$ cat config.mk
export PLATFORM = sky130hd
export DESIGN_NAME = spidac_rx
export DESIGN_NICKNAME = d
export VERILOG_FILES = /design/src/rtl/spidac_pkg.sv /design/src/rtl/sync_edge.sv /design/src/rtl/spidac_rx.sv
export SDC_FILE = /design/constraint.sdc
export NUM_CORES = 1
export LEC_CHECK = 0
export CORE_ASPECT_RATIO = 1.2
export CORE_UTILIZATION = 33
export DETAILED_ROUTE_END_ITERATION = 7
export MAX_ROUTING_LAYER = met4
export SYNTH_ARGS = -nofsm -noshare
export SYNTH_HDL_FRONTEND = slang
export SYNTH_HIERARCHICAL = 1
export SYNTH_SLANG_ARGS = --single-unit
$ cat constraint.sdc
create_clock -name clock50Mhz -period 2.4 [get_ports clock50Mhz]
set_input_delay 0.24 -clock clock50Mhz [delete_from_list [all_inputs] [get_ports clock50Mhz]]
set_output_delay 0.24 -clock clock50Mhz [all_outputs]
set_load 0.03 [all_outputs]
$ cat src/rtl/spidac_pkg.sv
// rtl/spidac_pkg.sv - frame layout, FSM states and readback offsets shared by spidac and spidac_rx
package spidac_pkg;

  localparam int FRAME_BITS_DEFAULT = 16;

  localparam int CH_BIT   = 15;
  localparam int BUF_BIT  = 14;
  localparam int GAIN_BIT = 13;
  localparam int SHDN_BIT = 12;
  localparam int CODE_MSB = 11;
  localparam int CODE_LSB = 0;

  typedef enum logic [1:0] {
    IDLE  = 2'd0,
    SHIFT = 2'd1,
    CHECK = 2'd2
  } state_t;

  localparam logic [7:0] RB_DAC_A_LO = 8'd0;
  localparam logic [7:0] RB_DAC_A_HI = 8'd1;
  localparam logic [7:0] RB_DAC_B_LO = 8'd2;
  localparam logic [7:0] RB_DAC_B_HI = 8'd3;
  localparam logic [7:0] RB_FRAMES   = 8'd4;
  localparam logic [7:0] RB_STATUS   = 8'd5;

endpackage

$ cat src/rtl/sync_edge.sv
// rtl/sync_edge.sv - pin synchroniser with registered rise/fall pulses
module sync_edge #(
  parameter int SYNC_STAGES = 2
) (
  input  logic clk,
  input  logic reset,
  input  logic pin,
  output logic level,
  output logic rise,
  output logic fall
);

  logic [SYNC_STAGES-1:0] sync_q;
  logic                   edge_q;

  // Shift form keeps SYNC_STAGES == 1 legal.
  always_ff @(posedge clk) begin
    if (reset) begin
      sync_q <= '0;
      edge_q <= 1'b0;
      rise   <= 1'b0;
      fall   <= 1'b0;
    end else begin
      sync_q <= (sync_q << 1) | SYNC_STAGES'(pin);
      edge_q <= sync_q[SYNC_STAGES-1];
      rise   <= sync_q[SYNC_STAGES-1] & ~edge_q;
      fall   <= ~sync_q[SYNC_STAGES-1] & edge_q;
    end
  end

  assign level = sync_q[SYNC_STAGES-1];

endmodule

$ cat src/rtl/spidac_rx.sv
// rtl/spidac_rx.sv - oversampling SPI responder emulating a dual 12-bit DAC with readback
module spidac_rx import spidac_pkg::*; #(
  parameter int         FRAME_BITS  = FRAME_BITS_DEFAULT,
  parameter int         SYNC_STAGES = 2,
  parameter logic [7:0] BASE_ADDR   = 8'h40
) (
  input  logic        clock50Mhz,
  input  logic        reset,
  input  logic        SCK,
  input  logic        nCS,
  input  logic        nLDAC,
  input  logic        SDI,
  input  logic [7:0]  addr,
  output logic [7:0]  data_out,
  output logic [11:0] dac_a,
  output logic [11:0] dac_b,
  output logic [2:0]  ctl_a,
  output logic [2:0]  ctl_b,
  output logic        frame_valid,
  output logic        frame_err
);

  logic sck_lvl, sck_rise, sck_fall;
  logic ncs_lvl, ncs_rise, ncs_fall;
  logic ldac_lvl, ldac_rise, ldac_fall;
  logic sdi_lvl, sdi_rise, sdi_fall;

  sync_edge #(.SYNC_STAGES(SYNC_STAGES)) u_sck (
    .clk(clock50Mhz), .reset(reset), .pin(SCK),
    .level(sck_lvl), .rise(sck_rise), .fall(sck_fall)
  );
  sync_edge #(.SYNC_STAGES(SYNC_STAGES)) u_ncs (
    .clk(clock50Mhz), .reset(reset), .pin(nCS),
    .level(ncs_lvl), .rise(ncs_rise), .fall(ncs_fall)
  );
  sync_edge #(.SYNC_STAGES(SYNC_STAGES)) u_ldac (
    .clk(clock50Mhz), .reset(reset), .pin(nLDAC),
    .level(ldac_lvl), .rise(ldac_rise), .fall(ldac_fall)
  );
  sync_edge #(.SYNC_STAGES(SYNC_STAGES)) u_sdi (
    .clk(clock50Mhz), .reset(reset), .pin(SDI),
    .level(sdi_lvl), .rise(sdi_rise), .fall(sdi_fall)
  );

  logic unused_ok;
  assign unused_ok = &{1'b0, sck_lvl, sck_fall, ncs_lvl, ldac_lvl, ldac_rise, sdi_rise, sdi_fall};

  state_t                state, state_nx;
  logic [FRAME_BITS-1:0] shreg;
  logic [4:0]            bit_cnt;
  logic [11:0]           in_code_a, in_code_b;
  logic [2:0]            in_ctl_a, in_ctl_b;
  logic [7:0]            frame_cnt;
  logic                  err_sticky;
  logic                  busy;

  always_ff @(posedge clock50Mhz) begin
    if (reset) state <= IDLE;
    else       state <= state_nx;
  end

  always_comb begin
    state_nx    = state;
    frame_valid = 1'b0;
    frame_err   = 1'b0;
    case (state)
      IDLE:  if (ncs_fall) state_nx = SHIFT;
      SHIFT: if (ncs_rise) state_nx = CHECK;
      CHECK: begin
        if (bit_cnt == 5'(FRAME_BITS)) frame_valid = 1'b1;
        else                           frame_err   = 1'b1;
        state_nx = IDLE;
      end
      default: state_nx = IDLE;
    endcase
  end

  // Input and output registers update on the same edge, so an nLDAC fall
  // coinciding with a commit transfers the pre-commit codes.
  always_ff @(posedge clock50Mhz) begin
    if (reset) begin
      shreg      <= '0;
      bit_cnt    <= '0;
      in_code_a  <= '0;
      in_code_b  <= '0;
      in_ctl_a   <= '0;
      in_ctl_b   <= '0;
      dac_a      <= '0;
      dac_b      <= '0;
      ctl_a      <= '0;
      ctl_b      <= '0;
      frame_cnt  <= '0;
      err_sticky <= 1'b0;
    end else begin
      if (state == IDLE && ncs_fall) begin
        shreg   <= '0;
        bit_cnt <= '0;
      end else if (state == SHIFT && sck_rise) begin
        shreg <= {shreg[FRAME_BITS-2:0], sdi_lvl};
        if (bit_cnt != 5'd31) bit_cnt <= bit_cnt + 5'd1;
      end

      if (frame_valid) begin
        if (shreg[CH_BIT]) begin
          in_code_b <= shreg[CODE_MSB:CODE_LSB];
          in_ctl_b  <= {shreg[SHDN_BIT], shreg[GAIN_BIT], shreg[BUF_BIT]};
        end else begin
          in_code_a <= shreg[CODE_MSB:CODE_LSB];
          in_ctl_a  <= {shreg[SHDN_BIT], shreg[GAIN_BIT], shreg[BUF_BIT]};
        end
        frame_cnt <= frame_cnt + 8'd1;
      end

      if (frame_err) err_sticky <= 1'b1;

      if (ldac_fall) begin
        dac_a <= in_code_a;
        dac_b <= in_code_b;
        ctl_a <= in_ctl_a;
        ctl_b <= in_ctl_b;
      end
    end
  end

  assign busy = (state != IDLE);

  logic [7:0] rb_off;
  assign rb_off = addr - BASE_ADDR;

  // Addresses below BASE_ADDR wrap to large offsets and read as zero.
  always_comb begin
    data_out = 8'h00;
    case (rb_off)
      RB_DAC_A_LO: data_out = dac_a[7:0];
      RB_DAC_A_HI: data_out = {1'b0, ctl_a, dac_a[11:8]};
      RB_DAC_B_LO: data_out = dac_b[7:0];
      RB_DAC_B_HI: data_out = {1'b0, ctl_b, dac_b[11:8]};
      RB_FRAMES:   data_out = frame_cnt;
      RB_STATUS:   data_out = {6'b0, err_sticky, busy};
      default:     data_out = 8'h00;
    endcase
  end

endmodule

==> flow_summary.yaml <==
synthesis:
  syn_nets: 487
  syn_inst: 469
  yosys_warnings: 6
  synth_area_mm2: 0.00457
  syn_avg_cell_area_um2: 9.73
worst_setup_path:
  critical_path.startpoint: "state[1]"
  crit_required_ns: 2.16
  path_max_fanout: 15
  worstSetupPathType: "register to output pin"
  slowest_delay_ns: 0.68
  cp.arrival_ns: 1.97
  critPathLaunchType: "register"
  crit_chain: "nand2b_4 -> nor2_1 -> clkdlybuf4s50_1"
  timing.rr.start: "bit_cnt[0]"
  slowest_stage: "clkdlybuf4s50_1"
  cp-end-kind: "output pin"
route:
  via_count: 3362
  wl_per_cell_um: 15.2
  detail_route.iter0.violations: 217
  drc: 0
  drt-pass1-iter-count: 5
  routed_via_density: 4.92
  drtAntennaViolNets: 0
  finalWirelength_um: 10400
clock_tree:
  cts_resized: 8
  clkTransAtPathRegs_ns: 0.07
  cts_setup_buffers: 0
  cts_buffer_depth: 2
  clock_sinks: 107
  cts_htree_levels: 3
  root_buffer: "clkbuf_16"
  cts_tree: "done"
  clock_latency_ns: 0.35
  postCtsHoldBufs: 0
  cts_buffers: 9
global_routing:
  use_met2_pct: 26.6
  track_usage_pct: 15.9
  grt_pass1_vias: 3354
  gr-usage-met1_pct: 19.0
  busiest_layer: "met2"
  grt_max_degree: 106
  antenna_found_initial: 0
  met3_usage_pct: 2.68
  grt_pass1_wl_um: 16900
  grt_overflow: 0
power:
  clkPwrFrac_pct: 44.0
  p_sw_uw: 718
  power.total_uw: 3400
  power_density_mw_per_mm2: 615
  p_leak_uw: 0.00204
  seq_power_share_pct: 52.6
  pwr-share-comb_pct: 3.4
  swShare_pct: 21.1
  p_int_uw: 2680
  peakVddDrop_v: 0.000362
cells_and_area:
  drive_above_1_share_pct: 7.96
  mostFrequentLayoutCells: "dfxtp_1, mux2i_1, nor2_1"
  nets: 528
  diodes: 0
  design_area_mm2: 0.00552
  final_util_pct: 41.4
  final_common_cell: "dfxtp_1"
  syn_to_final_growth_pct: 21.0
sta:
  holdWs_ns: 0.392
  rsz0062_at_grt: "false"
  tightest_slew_ns: 0.673
  finalCritPeriodShare_pct: 92.2
  maxClockFrequency_mhz: 452
  slew_headroom_pct: 55.1
  tns_ns: 0
  hold_viol_final: 0
  skew_ns: 0.00945
  layout_min_cycle_time_ns: 2.21
  maxSlewViolCount: 0
  setup_viol: 0
floorplanning:
  die_x_um: 109
  die_h_um: 131
  die_area_mm2: 0.0143
  io_pins: 54
  coreArea_mm2: 0.0134
  fp-row-count: 46
  start_util_pct: 34.2
hold_path:
  min_from: "u_sck/edge_q"
  min_path_type: "register to register"
placed_design:
  placed_area_mm2: 0.00523
  hpwl_um: 7230
  gp_congestion: 0.868
  portBuffers: 53
job:
  maxCapViolations: 0
run_status:
  outcome: "finished, final reports clean"
layer usage:
metal	routed length, um	share of wire, %
met5	0	0
met4	170	1.6
met3	310	3.0
met2	5100	49
met1	4790	46
worst paths after layout:
path                      end  cells after the start  slack (ns)
setup / recovery  frame_valid                      3        0.19
hold / removal     u_sck/rise                      1        0.39
setup reg to reg   bit_cnt[3]                      6        0.55
hold reg to reg    u_sck/rise                      1        0.39
state kept, by name, indices dropped and copies added (netlist names), 2 cells and up:
signal	cells
ctl_b	3
u_sdi/sync_q	2
in_code_b	12
bit_cnt	5
u_sck/sync_q	2
ctl_a	3
state	2
in_ctl_a	3
in_ctl_b	3
shreg	16
in_code_a	12
dac_b	12
u_ldac/sync_q	2
dac_a	12
frame_cnt	8
u_ncs/sync_q	2
critical path, delay by kind of cell (launching register included):
family / cells / cell delay, ns
DFF: 1 / 0.60
buffers and inverters: 1 / 0.68
and+or+nand+nor: 2 / 0.35
power by group through the flow:
stage	clock (uW)	sequential, uW	combinational, uW
5_1_grt	1600	1790	127
2_1_floorplan	0	1830	76.0
3_3_place_gp	0	1830	115
3_5_place_dp	0	1830	118
4_1_cts	1530	1790	118
6_report	1490	1790	117
layout make-up:
| cell class | count | area [um2] |
|---|---|---|
| Clock inverter | 5 | 61.3 |
| Tap cell | 168 | 210 |
| Multi-Input combinational cell | 323 | 2240 |
| Sequential cell | 107 | 2140 |
| Clock buffer | 11 | 243 |
| Inverter | 6 | 22.5 |
| Timing Repair Buffer | 63 | 603 |
| Fill cell | 1312 | 7830 |
metrics by stage:
step	instances	setup slack, ns
2_1_floorplan	469	0.728
4_1_cts	683	0.0114
3_5_place_dp	667	-0.260
3_3_place_gp	667	-0.183
6_report	683	0.187
5_1_grt	683	0.0760
(Power assumes the default switching activity.)
